--- config.mk ---
export PLATFORM = sky130hd
export DESIGN_NAME = instr_fetch
export DESIGN_NICKNAME = d
export VERILOG_FILES = /design/src/rtl/instr_fetch.sv
export SDC_FILE = /design/constraint.sdc
export NUM_CORES = 1
export LEC_CHECK = 0
export CAP_MARGIN = 10
export CORE_MARGIN = 2
export CORE_UTILIZATION = 49
export CTS_CLUSTER_DIAMETER = 50
export DETAILED_ROUTE_END_ITERATION = 8
export GPL_TIMING_DRIVEN = 0
export PLACE_DENSITY = 0.89
export REMOVE_ABC_BUFFERS = 1
export SLEW_MARGIN = 20
export SYNTH_ARGS = -nofsm -noshare
export SYNTH_HDL_FRONTEND = slang
export SYNTH_SLANG_ARGS = --single-unit
--- constraint.sdc ---
create_clock -name clk_i -period 2.95 [get_ports clk_i]
set_input_delay 0.59 -clock clk_i [delete_from_list [all_inputs] [get_ports clk_i]]
set_output_delay 0.59 -clock clk_i [all_outputs]
set_load 0.02 [all_outputs]
--- src/rtl/instr_fetch.sv ---
// Program counter and fetch sequencer in front of a combinational instruction ROM.
// Registers each fetched word with a valid flag and resolves relative branches reported by execute.
module instr_fetch #(
    parameter logic [7:0] HALT_OP = 8'b10001000
) (
    input  logic       clk_i,
    input  logic       reset_i,
    input  logic       start_i,
    input  logic [7:0] start_addr_i,
    output logic [7:0] rom_addr_o,
    input  logic [7:0] rom_data_i,
    output logic [7:0] instr_o,
    output logic       instr_valid_o,
    output logic [7:0] pc_o,
    input  logic       stall_i,
    input  logic       branch_taken_i,
    input  logic       branch_back_i,
    input  logic [7:0] branch_off_i,
    output logic       busy_o,
    output logic       done_o,
    output logic       err_o
);

    typedef enum logic [1:0] {
        IDLE  = 2'd0,
        RUN   = 2'd1,
        ERROR = 2'd2
    } state_t;

    state_t     state_q, state_d;
    logic [7:0] pc_q, pc_d;
    logic [7:0] instr_q, instr_d;
    logic [7:0] pc_out_q, pc_out_d;
    logic       valid_q, valid_d;
    logic       busy_q, busy_d;
    logic       done_q, done_d;
    logic       err_q, err_d;
    logic [8:0] target_s;

    // Bit 8 of the target is the carry/borrow that flags a branch leaving the address space.
    always_comb begin
        if (branch_back_i) begin
            target_s = {1'b0, pc_out_q} - {1'b0, branch_off_i};
        end else begin
            target_s = {1'b0, pc_out_q} + 9'd1 + {1'b0, branch_off_i};
        end
    end

    // Next-state and next-output logic.
    always_comb begin
        state_d  = state_q;
        pc_d     = pc_q;
        instr_d  = instr_q;
        pc_out_d = pc_out_q;
        valid_d  = valid_q;
        done_d   = 1'b0;
        err_d    = err_q;
        case (state_q)
            IDLE, ERROR: begin
                if (start_i) begin
                    pc_d    = start_addr_i;
                    err_d   = 1'b0;
                    valid_d = 1'b0;
                    state_d = RUN;
                end else begin
                    valid_d = 1'b0;
                end
            end
            RUN: begin
                if (stall_i) begin
                    state_d = RUN;
                end else if (valid_q && (instr_q == HALT_OP)) begin
                    state_d = IDLE;
                    done_d  = 1'b1;
                    valid_d = 1'b0;
                end else if (valid_q && branch_taken_i) begin
                    // The word fetched this cycle is the wrong path; drop it by clearing valid.
                    valid_d = 1'b0;
                    if (target_s[8]) begin
                        state_d = ERROR;
                        err_d   = 1'b1;
                    end else begin
                        pc_d = target_s[7:0];
                    end
                end else if (valid_q && (pc_out_q == 8'hFF)) begin
                    state_d = ERROR;
                    err_d   = 1'b1;
                    valid_d = 1'b0;
                end else begin
                    // PC parks at 255 so its word is presented once before the overflow trips.
                    instr_d  = rom_data_i;
                    pc_out_d = pc_q;
                    valid_d  = 1'b1;
                    if (pc_q != 8'hFF) begin
                        pc_d = pc_q + 8'd1;
                    end else begin
                        pc_d = pc_q;
                    end
                end
            end
            default: begin
                state_d = IDLE;
                valid_d = 1'b0;
            end
        endcase
        busy_d = (state_d == RUN);
    end

    // State and registered outputs with synchronous reset.
    always_ff @(posedge clk_i) begin
        if (reset_i) begin
            state_q  <= IDLE;
            pc_q     <= 8'd0;
            instr_q  <= 8'd0;
            pc_out_q <= 8'd0;
            valid_q  <= 1'b0;
            busy_q   <= 1'b0;
            done_q   <= 1'b0;
            err_q    <= 1'b0;
        end else begin
            state_q  <= state_d;
            pc_q     <= pc_d;
            instr_q  <= instr_d;
            pc_out_q <= pc_out_d;
            valid_q  <= valid_d;
            busy_q   <= busy_d;
            done_q   <= done_d;
            err_q    <= err_d;
        end
    end

    assign rom_addr_o    = pc_q;
    assign instr_o       = instr_q;
    assign instr_valid_o = valid_q;
    assign pc_o          = pc_out_q;
    assign busy_o        = busy_q;
    assign done_o        = done_q;
    assign err_o         = err_q;

endmodule

==> Yosys cells after proc, flatten, opt, wreduce, memory -nomap -nowiden <==
Cells that the tools add are included.
{ "word_totals": {"reg_bits": 30, "latchBits": 0, "ram_bits": 0, "rom_bits": 0, "out_inout_bits": 28, "elab_cells": 69, "memories": 0} }
{ "op_classes": {"n_addsub": 4, "multipliers": 0, "div": 0, "order_cmp": 0, "eq_ne": 14, "shift": 0, "muxes": 27, "bitwise": 5, "reduce_logical": 11} }
{ "ops": {"columns": ["op", "n"], "rows": [
  ["$mux 8", 7],
  ["$eq 8x8->1 const B", 2],
  ["$pmux 8 s2", 1],
  ["$ne 3x3->1 const B", 5],
  ["$mux 2", 6],
  ["$mux 1", 10],
  ["$add 8x1->9 const B", 1],
  ["$add 9x8->9", 1],
  ["$mux 9", 1],
  ["$sub 8x8->9", 1],
  ["$add 8x1->8 const B", 1],
  ["$ne 8x8->1 const B", 1],
  ["$reduce_and 7->1", 1],
  ["$ne 2x2->1 const B", 3],
  ["$reduce_and 6->1", 1],
  ["$not 1->1", 5],
  ["$reduce_and 5->1", 1],
  ["$eq 2x1->1 const B", 2],
  ["$pmux 2 s2", 1],
  ["$reduce_or 2->1", 2],
  ["$logic_and 1x1->1", 3],
  ["$reduce_or 3->1", 1],
  ["$eq 2x2->1 const B", 1],
  ["$logic_not 2->1", 1],
  ["2 further kinds", 2]
]} }

==> Logic depth before layout (Yosys ltp) <==
{ "depth": {"ltp_word": 9, "ltp_mapped": 12, "ltp_nobuf": 11} }

==> Worst setup path after synthesis <==
No wires, ideal clock.
{ "synth_timing": {"kind": "in2reg", "startpoint": "input port branch_off_i[0]", "endpoint": "register pc_q[3] (netlist: rom_addr_o[3])", "setup_ps": 130, "arrival_ps": 2457, "slack_ps": 362, "cell_stages": 12, "path_cell_list": "inv_1 ha_1 inv_1 fa_1 nor3b_2 o31ai_2 a211oi_2 o221ai_4 a31oi_4 buf_6 a311oi_2 nor3_2"} }
{ "synth_between": {"elab_chain_len": 7} }
{ "synth_rtl": {"columns": ["element", "line", "source"], "rows": [
  ["start: declaration", "18", "input logic [7:0] branch_off_i,"],
  ["$add 9x8->9 / $sub 8x8->9 (equally long branches)", "45, 43", null],
  ["$mux 9 (*)", "42", "if (branch_back_i) begin"],
  ["$mux 8", "79", "if (target_s[8]) begin"],
  ["$mux 8", "76", "end else if (valid_q && branch_taken_i) begin"],
  ["$mux 8", "72", "end else if (valid_q && (instr_q == HALT_OP)) begin"],
  ["$mux 8", "70", "if (stall_i) begin"],
  ["$pmux 8 s2", "58", "case (state_q)"],
  ["end signal: assignment", "122", "pc_q <= pc_d;"],
  ["end: declaration", "31", "logic [7:0] pc_q, pc_d;"]
]} }
Every way passes the cells marked *; elsewhere a longest branch is shown, timed or not. The select of a mux whose other input is x is not followed.
A chain may end at the register's enable or synchronous reset.

==> Final worst setup path <==
{ "layout_timing": {"startpoint": "input port branch_off_i[1]", "endpoint": "register pc_q[4] (netlist: rom_addr_o[4])"} }
Same word-level chain as after synthesis.

==> results by group <==
Die
  – Number of primary I/O pins: 58
  – Total die area: 5050 µm²
  – Vertical die dimension: 71.1 µm
  – Effective utilization at floorplan: 50.6%
  – Core Area: 4350 µm²
  – Die outline width: 71.1 µm
  – Core Rows: 24

Cells and area
  – Filler instances: 354
  – Fraction of final layout cells sized beyond drive strength 1: 13.6%
  – Post-route cell area: 3000 µm²
  – Post-synthesis to final-layout area growth: 36.1%
  – Ant. Diodes: 0
  – Finished Core Util: 68.9%
  – Area taken by flip-flops and latches: 601 µm²
  – Multi-input logic area: 1580 µm²
  – Net count of the finished layout: 365
  – Count of placed standard cells in the final layout, fillers left out: 369

Synthesis
  – Portion of synthesized cell area occupied by the leading cell type: 27.2%
  – Post-synth EDFFs: 0
  – Post-synthesis async set-or-reset flop share: 0%
  – Top-count cell post-synth: sky130_fd_sc_hd__nor2_1
  – Avg Inst Size Synth: 8.55 µm²
  – Leading cell types by total area after synthesis: sky130_fd_sc_hd__dfxtp_1 (27%), sky130_fd_sc_hd__ha_1 (9.6%), sky130_fd_sc_hd__mux2i_1 (8.2%)
  – Sequential area share after synthesis: 27.2%
  – Synth Warn #: 0
  – Top post-synthesis cells by count: sky130_fd_sc_hd__nor2_1 (35), sky130_fd_sc_hd__dfxtp_1 (30), sky130_fd_sc_hd__a21oi_1 (22)
  – Distinct cell type count of the synthesized netlist: 50
  – Dominant register cell in the synthesized netlist: sky130_fd_sc_hd__dfxtp_1
  – Post-synthesis instance area: 2200 µm²
  – Gate count after technology mapping: 258
  – Largest area contributor in the synthesized netlist: sky130_fd_sc_hd__dfxtp_1
  – Synthesized flop and latch total: 30

Setup path
  – Master of the slowest instance on the critical path: sky130_fd_sc_hd__clkdlybuf4s50_1
  – Crit path cell chain: clkdlybuf4s50_1, fa_2, nor3b_4, o31ai_4, a211oi_2, o221ai_4, buf_6, a31oi_4, a21oi_1, a221oi_2
  – Worst Reg-to-Reg Cells: 12
  – Startpoint class of the critical path: primary input
  – Crit-path leading delay family: compound AO/OA/AOI/OAI gates
  – Internal reg-to-reg setup slack: 0.34 ns
  – Worst reg2reg path startpoint: pc_o[0]$_SDFFE_PP0P_
  – Critical Path End Type: flip-flop
  – Launching instance or port of the critical path: branch_off_i[1]
  – CP max stage delay: 0.58 ns
  – CP required: 3.15 ns
  – Crit path DAT: 3.03 ns
  – R2R Path End: rom_addr_o[4]$_SDFFE_PP0P_
  – Kind of critical path: in2reg
  – Combined buffer and inverter count along the critical path: 2
  – Maximum fanout encountered on the critical timing path: 7

Clocking
  – Clock net sink count: 30
  – Clock Latency Late Sink: 0.28 ns
  – Clock Root Buffer: sky130_fd_sc_hd__clkbuf_8
  – Clock transition at the register clock pins on the worst setup and hold paths after CTS: 0.06 ns
  – Largest buffer count on any clock path: 2
  – Clock tree from TritonCTS: done
  – H-tree levels: 2
  – Clock buffer count from CTS: 5

Placement
  – Dpl hpwl: 4.05 mm
  – Area after DPL: 2780 µm²
  – Worst setup slack after placement: -0.389 ns
  – Placed Cells: 356
  – Final weighted congestion of routability-driven global placement: 0.880
  – Total of buffers placed on input and output ports: 57

Min path
  – Worst min-delay path startpoint: err_o$_SDFFE_PP0P_
  – Destination of the worst hold path: err_o$_SDFFE_PP0P_
  – Worst min path class: reg2reg
  – WHS Path Cells: 2

Power
  – Power Dens Cells: 373 nW/µm²
  – Peak VDD IR: 0.329 mV
  – Static power due to leakage: 1.11 nW

Run status
  – Result of the run: completed

Job
  – Max-cap viol count: 0

STA
  – Hold violation count in the final report: 0
  – Total count of max-transition violations in the final report: 0
  – Post-route clock period utilization: 95.9%
  – Final worst setup slack: 0.122 ns
  – Worst clock skew: 0.00489 ns
  – Max frequency: 354 MHz
  – Worst hold margin: 0.487 ns
  – Setup repair after global routing missed its margin: no
  – Min Clock Period, post-route: 2.83 ns
  – Relative slew margins: 55.7%
  – Transition time at the pin with the least slew margin: 0.663 ns
  – Final-report setup violation count: 0

Detailed routing
  – Iteration count of the initial detailed-routing pass: 7
  – Remaining antenna violation count after routing: 0
  – First DRT Iteration DRCs: 207
  – Routed wire length per instance: 16.0 µm
  – Total wire length after detailed routing: 5.89 mm
  – Drc violations: 0
  – Total number of vias: 2145
  – Vias per cell: 5.81

Global route
  – Leftover overflow at the end of global routing: 0
  – Wire length of the first global-routing pass: 9.40 mm
  – Via count of the first global-routing pass: 1977
  – Antenna violations before repair: 0
  – Largest net degree at the start of global routing: 33
  – Total GRT Usage: 23.3%
worst max-delay path by stage:
stage / end / slack (ns) / cells past startpoint
after detailed placement: rom_addr_o[5]$_SDFFE_PP0P_ / -0.39 / 12
after global routing: rom_addr_o[0]$_SDFFE_PP0P_ / 0.01 / 10
final: rom_addr_o[4]$_SDFFE_PP0P_ / 0.12 / 10
after CTS: rom_addr_o[1]$_SDFFE_PP0P_ / 0.006 / 13
after floorplan: rom_addr_o[5]$_SDFFE_PP0P_ / 0.35 / 11
after global placement: rom_addr_o[5]$_SDFFE_PP0P_ / -0.31 / 12
logic make-up (layout without fill, tap and decap cells):
logic type	Yosys count	after routing	synth area share, %
fa+ha+maj	19	19	11.5
flops	30	30	27.2
simple gates	92	92	22.8
xor+xnor	13	13	5.16
compound gates	59	60	19.9
buf+inv	27	85	5.28
mux	18	18	8.17
worst min-delay path, cell delays in order, from the launching register on:
cell	delay [ns]
sky130_fd_sc_hd__dfxtp_1	0.32
sky130_fd_sc_hd__inv_1	0.06
sky130_fd_sc_hd__a211oi_1	0.05
routing by layer:
layer | part of all wire (%) | up-vias | track usage [%]
li1 | - | 1035 | -
met2 | 49 | 106 | 37.8
met4 | 3.0 | 0 | 8.60
met3 | 6.7 | 21 | 5.27
met1 | 41 | 983 | 30.4
met5 | 0 | - | 0
cell type report:
type,instances,area share [%]
multi-input combinational,202,52.5
timing repair buffer,61,20.1
sequential,30,20.0
clock buffer,7,2.88
tap,52,2.17
inverter,16,2.13
clock inverter,1,0.167
through the flow:
stage | TNS (ns) | total power, mW
global placement | -2.07 | 0.753
finish | 0 | 1.12
detailed placement | -2.62 | 0.762
floorplan | 0 | 0.635
global route | 0 | 1.17
CTS | 0 | 1.11
timing repair:
action | CTS | global route
endpoints found under the setup margin | 8 | 11
pin swaps | 6 | 7
gates resized for setup | 1 | 19
hold buffers | 0 | 0
gates cloned | 1 | 0
setup buffers | 3 | 1
sequential cells by signal, indices dropped and copies added, names as in the netlist:
register       cells
instr_o            8
pc_o               8
rom_addr_o         8
state_q            2
busy_o             1
done_o             1
err_o              1
instr_valid_o      1
layout by cell type (no fill, tap or decap), types with 5 or more instances in the layout:
| master | Yosys | routed |
|---|---|---|
| sky130_fd_sc_hd__nor2_1 | 35 | 34 |
| sky130_fd_sc_hd__nand2_1 | 8 | 8 |
| sky130_fd_sc_hd__a21oi_1 | 22 | 21 |
| sky130_fd_sc_hd__o21ai_0 | 11 | 11 |
| sky130_fd_sc_hd__nor3_1 | 8 | 8 |
| sky130_fd_sc_hd__nor2b_1 | 9 | 9 |
| sky130_fd_sc_hd__inv_1 | 15 | 14 |
| sky130_fd_sc_hd__dfxtp_1 | 30 | 30 |
| sky130_fd_sc_hd__xor2_1 | 6 | 6 |
| sky130_fd_sc_hd__clkdlybuf4s50_1 | 0 | 54 |
| sky130_fd_sc_hd__mux2i_1 | 18 | 18 |
| sky130_fd_sc_hd__nand3_1 | 7 | 7 |
| sky130_fd_sc_hd__clkbuf_8 | 0 | 6 |
| sky130_fd_sc_hd__nand4_1 | 6 | 6 |
| sky130_fd_sc_hd__ha_1 | 17 | 12 |
| sky130_fd_sc_hd__xnor2_1 | 7 | 7 |
| sky130_fd_sc_hd__a211oi_1 | 5 | 5 |
power breakdown:
group / internal [mW] / switching [mW]
Sequential: 0.427 / 0.0314
Clock: 0.188 / 0.153
Combinational: 0.155 / 0.166
Total: 0.770 / 0.350
Note: power is estimated with default switching activity, not from simulation.
